--- src/rtl/ntt_pkg.sv ---
`default_nettype none
// ntt_pkg: shared NTT datapath types, address map and writeback FSM states (rev 1.0)
package ntt_pkg;

  localparam int LANE           = 8;
  localparam int NUM_BEATS      = 64;
  localparam int NTT_START_ADDR = 512;
  localparam int NTT_FLAG_ADDR  = 513;
  localparam logic [31:0] FLAG_VAL = 32'hFFFF_FFFF;

  typedef logic [31:0] lane_t;
  typedef lane_t [LANE-1:0] type_vector;

  typedef enum logic [1:0] {
    ST_IDLE   = 2'd0,
    ST_STREAM = 2'd1,
    ST_FLAG   = 2'd2,
    ST_DONE   = 2'd3
  } wb_state_t;

endpackage
`default_nettype wire

--- src/rtl/ntt_wb_fifo.sv ---
`default_nettype none
// ntt_wb_fifo: synchronous FIFO with full/empty/count; push on full is accepted when a pop coincides (rev 1.0)
module ntt_wb_fifo #(
  parameter int WIDTH = 8,
  parameter int DEPTH = 4
) (
  input  logic                     clk,
  input  logic                     rst,
  input  logic                     i_push,
  input  logic                     i_pop,
  input  logic [WIDTH-1:0]         i_data,
  output logic [WIDTH-1:0]         o_data,
  output logic                     o_full,
  output logic                     o_empty,
  output logic [$clog2(DEPTH):0]   o_count
);

  localparam int PW = $clog2(DEPTH);

  logic [WIDTH-1:0] r_mem [DEPTH];
  logic [PW:0]      r_wr_ptr;
  logic [PW:0]      r_rd_ptr;
  logic             w_do_push;
  logic             w_do_pop;

  // Extra pointer bit distinguishes full from empty when the indices match.
  assign o_count   = r_wr_ptr - r_rd_ptr;
  assign o_empty   = (r_wr_ptr == r_rd_ptr);
  assign o_full    = (r_wr_ptr[PW] != r_rd_ptr[PW]) &&
                     (r_wr_ptr[PW-1:0] == r_rd_ptr[PW-1:0]);
  assign w_do_pop  = i_pop && !o_empty;
  assign w_do_push = i_push && (!o_full || w_do_pop);
  assign o_data    = r_mem[r_rd_ptr[PW-1:0]];

  always_ff @(posedge clk or posedge rst) begin
    if (rst) begin
      r_wr_ptr <= '0;
      r_rd_ptr <= '0;
    end else begin
      if (w_do_push) r_wr_ptr <= r_wr_ptr + 1'b1;
      if (w_do_pop)  r_rd_ptr <= r_rd_ptr + 1'b1;
    end
  end

  always_ff @(posedge clk) begin
    if (w_do_push) r_mem[r_wr_ptr[PW-1:0]] <= i_data;
  end

endmodule
`default_nettype wire

--- src/rtl/ntt_result_writeback.sv ---
`default_nettype none
// ntt_result_writeback: buffers NTT result beats, writes them to memory port B, then a completion flag (rev 1.0)
module ntt_result_writeback
  import ntt_pkg::*;
#(
  parameter int          LANE       = ntt_pkg::LANE,
  parameter int          NUM_BEATS  = ntt_pkg::NUM_BEATS,
  parameter int          AW         = 14,
  parameter int          BASE_ADDR  = 0,
  parameter int          FLAG_ADDR  = ntt_pkg::NTT_FLAG_ADDR,
  parameter logic [31:0] FLAG_VAL   = ntt_pkg::FLAG_VAL,
  parameter int          FIFO_DEPTH = 4
) (
  input  logic            clk,
  input  logic            rst,
  input  logic            start,
  input  logic            lane_valid,
  input  type_vector      lane_data,
  output logic            mem_wen,
  output logic            mem_vec,
  output logic [3:0]      mem_be,
  output logic [AW-1:0]   mem_addr,
  output type_vector      mem_data,
  input  logic            mem_gnt,
  output logic            busy,
  output logic            done,
  output logic            overflow
);

  localparam int IW = (NUM_BEATS > 1) ? $clog2(NUM_BEATS) : 1;
  localparam int CW = $clog2(NUM_BEATS + 1);
  localparam int DW = $bits(type_vector);
  localparam int FW = IW + DW;
  localparam int QW = $clog2(FIFO_DEPTH) + 1;

  wb_state_t       r_state;
  wb_state_t       w_state_next;
  logic [CW-1:0]   r_push_cnt;
  logic [CW-1:0]   w_push_cnt_next;
  logic            r_overflow;

  logic            w_accept;
  logic            w_pop;
  logic            w_fifo_push;
  logic            w_drop;
  logic [FW-1:0]   w_head;
  logic            w_full;
  logic            w_empty;
  logic [QW-1:0]   w_count;
  logic [QW-1:0]   w_count_next;
  logic            w_fifo_will_empty;
  logic [IW-1:0]   w_head_idx;
  type_vector      w_head_data;
  logic [AW-1:0]   w_vec_addr;

  assign w_accept    = (r_state == ST_STREAM) && lane_valid && (r_push_cnt < CW'(NUM_BEATS));
  assign w_pop       = (r_state == ST_STREAM) && !w_empty && mem_gnt;
  assign w_fifo_push = w_accept && (!w_full || w_pop);
  assign w_drop      = (r_state == ST_STREAM) && lane_valid && !w_fifo_push;

  assign w_push_cnt_next   = r_push_cnt + CW'(w_accept);
  assign w_count_next      = w_count + QW'(w_fifo_push) - QW'(w_pop);
  assign w_fifo_will_empty = (w_count_next == '0);

  assign w_head_idx  = w_head[FW-1 -: IW];
  assign w_head_data = w_head[DW-1:0];
  assign w_vec_addr  = AW'(BASE_ADDR) + AW'(LANE) * AW'(w_head_idx);
  assign overflow    = r_overflow;

  ntt_wb_fifo #(
    .WIDTH (FW),
    .DEPTH (FIFO_DEPTH)
  ) u_fifo (
    .clk     (clk),
    .rst     (rst),
    .i_push  (w_fifo_push),
    .i_pop   (w_pop),
    .i_data  ({r_push_cnt[IW-1:0], lane_data}),
    .o_data  (w_head),
    .o_full  (w_full),
    .o_empty (w_empty),
    .o_count (w_count)
  );

  always_ff @(posedge clk or posedge rst) begin
    if (rst) r_state <= ST_IDLE;
    else     r_state <= w_state_next;
  end

  always_ff @(posedge clk or posedge rst) begin
    if (rst) begin
      r_push_cnt <= '0;
      r_overflow <= 1'b0;
    end else if ((r_state == ST_IDLE) && start) begin
      r_push_cnt <= '0;
      r_overflow <= 1'b0;
    end else begin
      r_push_cnt <= w_push_cnt_next;
      if (w_drop) r_overflow <= 1'b1;
    end
  end

  // Leaving STREAM looks at next-cycle counts so the flag follows the last commit directly.
  always_comb begin
    w_state_next = r_state;
    mem_wen      = 1'b0;
    mem_vec      = 1'b0;
    mem_be       = 4'h0;
    mem_addr     = '0;
    mem_data     = '0;
    busy         = 1'b1;
    done         = 1'b0;
    case (r_state)
      ST_IDLE: begin
        busy = 1'b0;
        if (start) w_state_next = ST_STREAM;
      end
      ST_STREAM: begin
        if (!w_empty) begin
          mem_wen  = 1'b1;
          mem_vec  = 1'b1;
          mem_addr = w_vec_addr;
          mem_data = w_head_data;
        end
        if ((w_push_cnt_next == CW'(NUM_BEATS)) && w_fifo_will_empty)
          w_state_next = ST_FLAG;
      end
      ST_FLAG: begin
        mem_wen     = 1'b1;
        mem_be      = 4'hF;
        mem_addr    = AW'(FLAG_ADDR);
        mem_data[0] = FLAG_VAL;
        if (mem_gnt) w_state_next = ST_DONE;
      end
      ST_DONE: begin
        done         = 1'b1;
        w_state_next = ST_IDLE;
      end
      default: w_state_next = ST_IDLE;
    endcase
  end

endmodule
`default_nettype wire

--- config.mk ---
export PLATFORM = sky130hd
export DESIGN_NAME = ntt_result_writeback
export DESIGN_NICKNAME = d
export VERILOG_FILES = /design/src/rtl/ntt_pkg.sv /design/src/rtl/ntt_wb_fifo.sv /design/src/rtl/ntt_result_writeback.sv
export SDC_FILE = /design/constraint.sdc
export NUM_CORES = 1
export LEC_CHECK = 0
export ABC_AREA = 1
export CORE_ASPECT_RATIO = 0.6
export CORE_MARGIN = 2
export CORE_UTILIZATION = 35
export CTS_CLUSTER_DIAMETER = 50
export CTS_CLUSTER_SIZE = 28
export DETAILED_ROUTE_END_ITERATION = 7
export PLACE_DENSITY = 0.62
export SLEW_MARGIN = 25
export SYNTH_ARGS = -nofsm -noshare
export SYNTH_HDL_FRONTEND = slang
export SYNTH_HIERARCHICAL = 1
export SYNTH_SLANG_ARGS = --single-unit
--- constraint.sdc ---
create_clock -name clk -period 13.7 [get_ports clk]
set_input_delay 2.74 -clock clk [delete_from_list [all_inputs] [get_ports clk]]
set_output_delay 2.74 -clock clk [all_outputs]
set_load 0.05 [all_outputs]
==> impl_metrics.toml <==
[synth]
postSynthCellCount = 3275
synth_cell_type_count = 31
yosysSeqAreaShare_pct = 75.6
yosys-top-cells-area = "edfxtp_1 75%, nor2_1 7.2%, o21ai_0 6.2%, o22ai_1 3.9%, inv_1 2.4%"
synth_seq_cells = 1064
synth_largest_area_cell = "edfxtp_1"
yosysWarnings = 6
yosys.area.top_type_share_pct = 74.7
synth_area_um2 = 42100
synth_area_per_cell_um2 = 12.9

[clocking]
cts_root_buffer = "clkbuf_16"
clockBufferDepth = 3
clock_sinks = 1064
clk_latency_ps = 690
ctsResizeCount = 0
htreeDepth = 3
cts_tree = "done"
hold_buffers = 0
postCtsSetupBuffers = 0
cts_inserted_buffers = 78
clk_pin_slew_ps = 80

[timing]
hold_viol = 0
worst_slack_ps = 5850
slew_violations = 0
finalSetupViolCount = 0
tightest_slew_ps = 1040
maxSlewHeadroom_pct = 30.6
setup_tns_ps = 0
holdWs_ps = 543
min_period_ps = 7850
rsz0062_at_grt = "no"
period_share_pct = 57.3
clock_skew_ps = 46.5
max_freq_ghz = 0.127

[global_route]
top_usage_layer = "met2"
grtUsageMet3_pct = 4.09
antenna_found_initial = 18
grt_max_degree = 163
grt_use_met2_pct = 25.6
grt_first_pass_wirelength_um = 158000
grtUsageMet1_pct = 23.6
grt-ovfl-total = 0
grtUsageTotal_pct = 16.6
first_global_vias = 25309

[floorplanning]
die_w_um = 452
ios = 540
start_util_pct = 35.3
die_h_um = 273
row_count = 98
core-area_um2 = 119000
die_area_um2 = 123000

[layout]
fin_cells = 5387
fillCellCount = 10845
area_delta_synth_final_pct = 22.9
multi_input_area_um2 = 8230
final_cell_mix = "1048 x edfxtp_1, 805 x nor2_1, 533 x clkdlybuf4s50_1"
layout_commonest_cell = "edfxtp_1"
drive_gt1_share_pct = 5.74
register_area_um2 = 31900
nets = 3997

[drt]
wl_per_cell_um = 19.5
dr.pass1.iters = 5
drt_iter0_drc = 2209
via_count = 26488
antenna_left = 0
avgViaCountPerCell = 4.92
totalWireLength_um = 105000
drc = 0

[power]
p_leak_uw = 0.0177
peakVddDrop_mv = 0.171
p_per_area_nw_per_um2 = 223

[critical_path]
crit_chain = "inv_8, buf_4, buf_4, o21ai_0, o22ai_1, inv_1, nor2_1, clkdlybuf4s50_1"
cp-end-kind = "output port"
crit_family = "buffers and inverters"
worstPathRequired_ps = 10960
crit_top_cell = "buf_4"
critPathSlowestCell = "clkdlybuf4s50_1"
critPathMaxStageDelay_ps = 880
path_max_fanout = 131
critPathKind = "reg2out"
cp_num_buf_inv = 5
worst_setup_path_start_kind = "flop"
worstPathArrival_ps = 5110

[job]
drv_cap = 0

[place]
place_worst_setup_slack_ps = 6410
dpl.cell_count = 5236
io_buffers = 533
place_congestion = 0.764
place_hpwl_um = 59700

[hold_path]
holdCritPathClass = "reg2reg"

[outcome]
outcome = "completed"
## area by class of cell
cell class	count	area share, %
sequential	1064	61.6
multi-input combinational	1728	15.9
timing repair buffer	573	11.1
tap	1600	3.87
clock buffer	80	3.78
inverter	273	2.02
clock inverter	65	1.76
antenna	4	0.0193
## cell usage after synthesis, drive strengths merged
master and count:
xor2 3, o22ai 262, inv 272, nand2 57
o21ai 527, nor3 1, dfrtp 16, nand3 16
clkinv 1, clkbuf 130, nor2 829, ha 16
conb 1, fa 2, buf 85, o21bai 2
a21oi 3, edfxtp 1048, nand3b 1, or2 2
nand4 1
## worst register-to-register path, stage by stage, from the launching register on
cell and delay, ps:
dfrtp_4 630, inv_8 580, ha_1 400, nand2_1 90, inv_1 50, nand2_1 130
inv_1 60, or2_4 500, buf_4 500, o21ai_1 230, inv_1 70, nor3_1 420
nand2_1 410, nor2_4 200, buf_4 750, buf_4 880
## metal layers
metal  share of wire, %  vias to the layer above
li1                   -                    12522
met1                 46                    13099
met2                 46                      704
met3                6.6                      137
met4                1.9                       26
met5               0.17                        -
## power breakdown
group          internal, uW  switching, uW  total [uW]
registers              3930            117        4040
logic                  1390           3570        4960
clock network          1200           1320        2520
total                  6510           5010       11500
## cell families after synthesis
| logic type | count (synthesis) | synth area share, % |
|---|---|---|
| compound gates | 794 | 10.2 |
| xor+xnor | 3 | 0.0624 |
| fa+ha+maj | 18 | 0.570 |
| buf+inv | 488 | 4.93 |
| flops | 1064 | 75.6 |
| other cells | 1 | 0.00890 |
| simple gates | 907 | 8.56 |
## state kept, by name, summed over array words and instances, names as in the netlist
register	cells
overflow	1
u_fifo/r_rd_ptr	3
u_fifo/r_wr_ptr	3
r_state	2
u_fifo/r_mem	1048
r_push_cnt	7
## per-stage QoR
step / cell area [um^2] / utilization [%] / total power [uW]
floorplan: 42100 / - / 7650
global placement: 48800 / 40.9 / 9080
detailed placement: 48800 / 40.9 / 9100
CTS: 51700 / 43.3 / 11600
global route: 51800 / 43.4 / 12100
finish: 51800 / 43.4 / 11500
## final timing paths
path | startpoint | end | slack, ps | cells past startpoint
max in group asynchronous | rst | r_push_cnt[6] | 11000 | 2
worst max register to register | u_fifo/r_rd_ptr[1] | u_fifo/r_mem[2][110] | 7310 | 15
worst max-delay path | u_fifo/r_rd_ptr[1] | mem_data[78] | 5850 | 8
min in group asynchronous | rst | u_fifo/r_rd_ptr[0] | 2340 | 2
worst min-delay path | r_push_cnt[0] | u_fifo/r_mem[1][256] | 540 | 0
worst min register to register | r_push_cnt[0] | u_fifo/r_mem[1][256] | 540 | 0
Note: power is estimated with default switching activity, not from simulation.
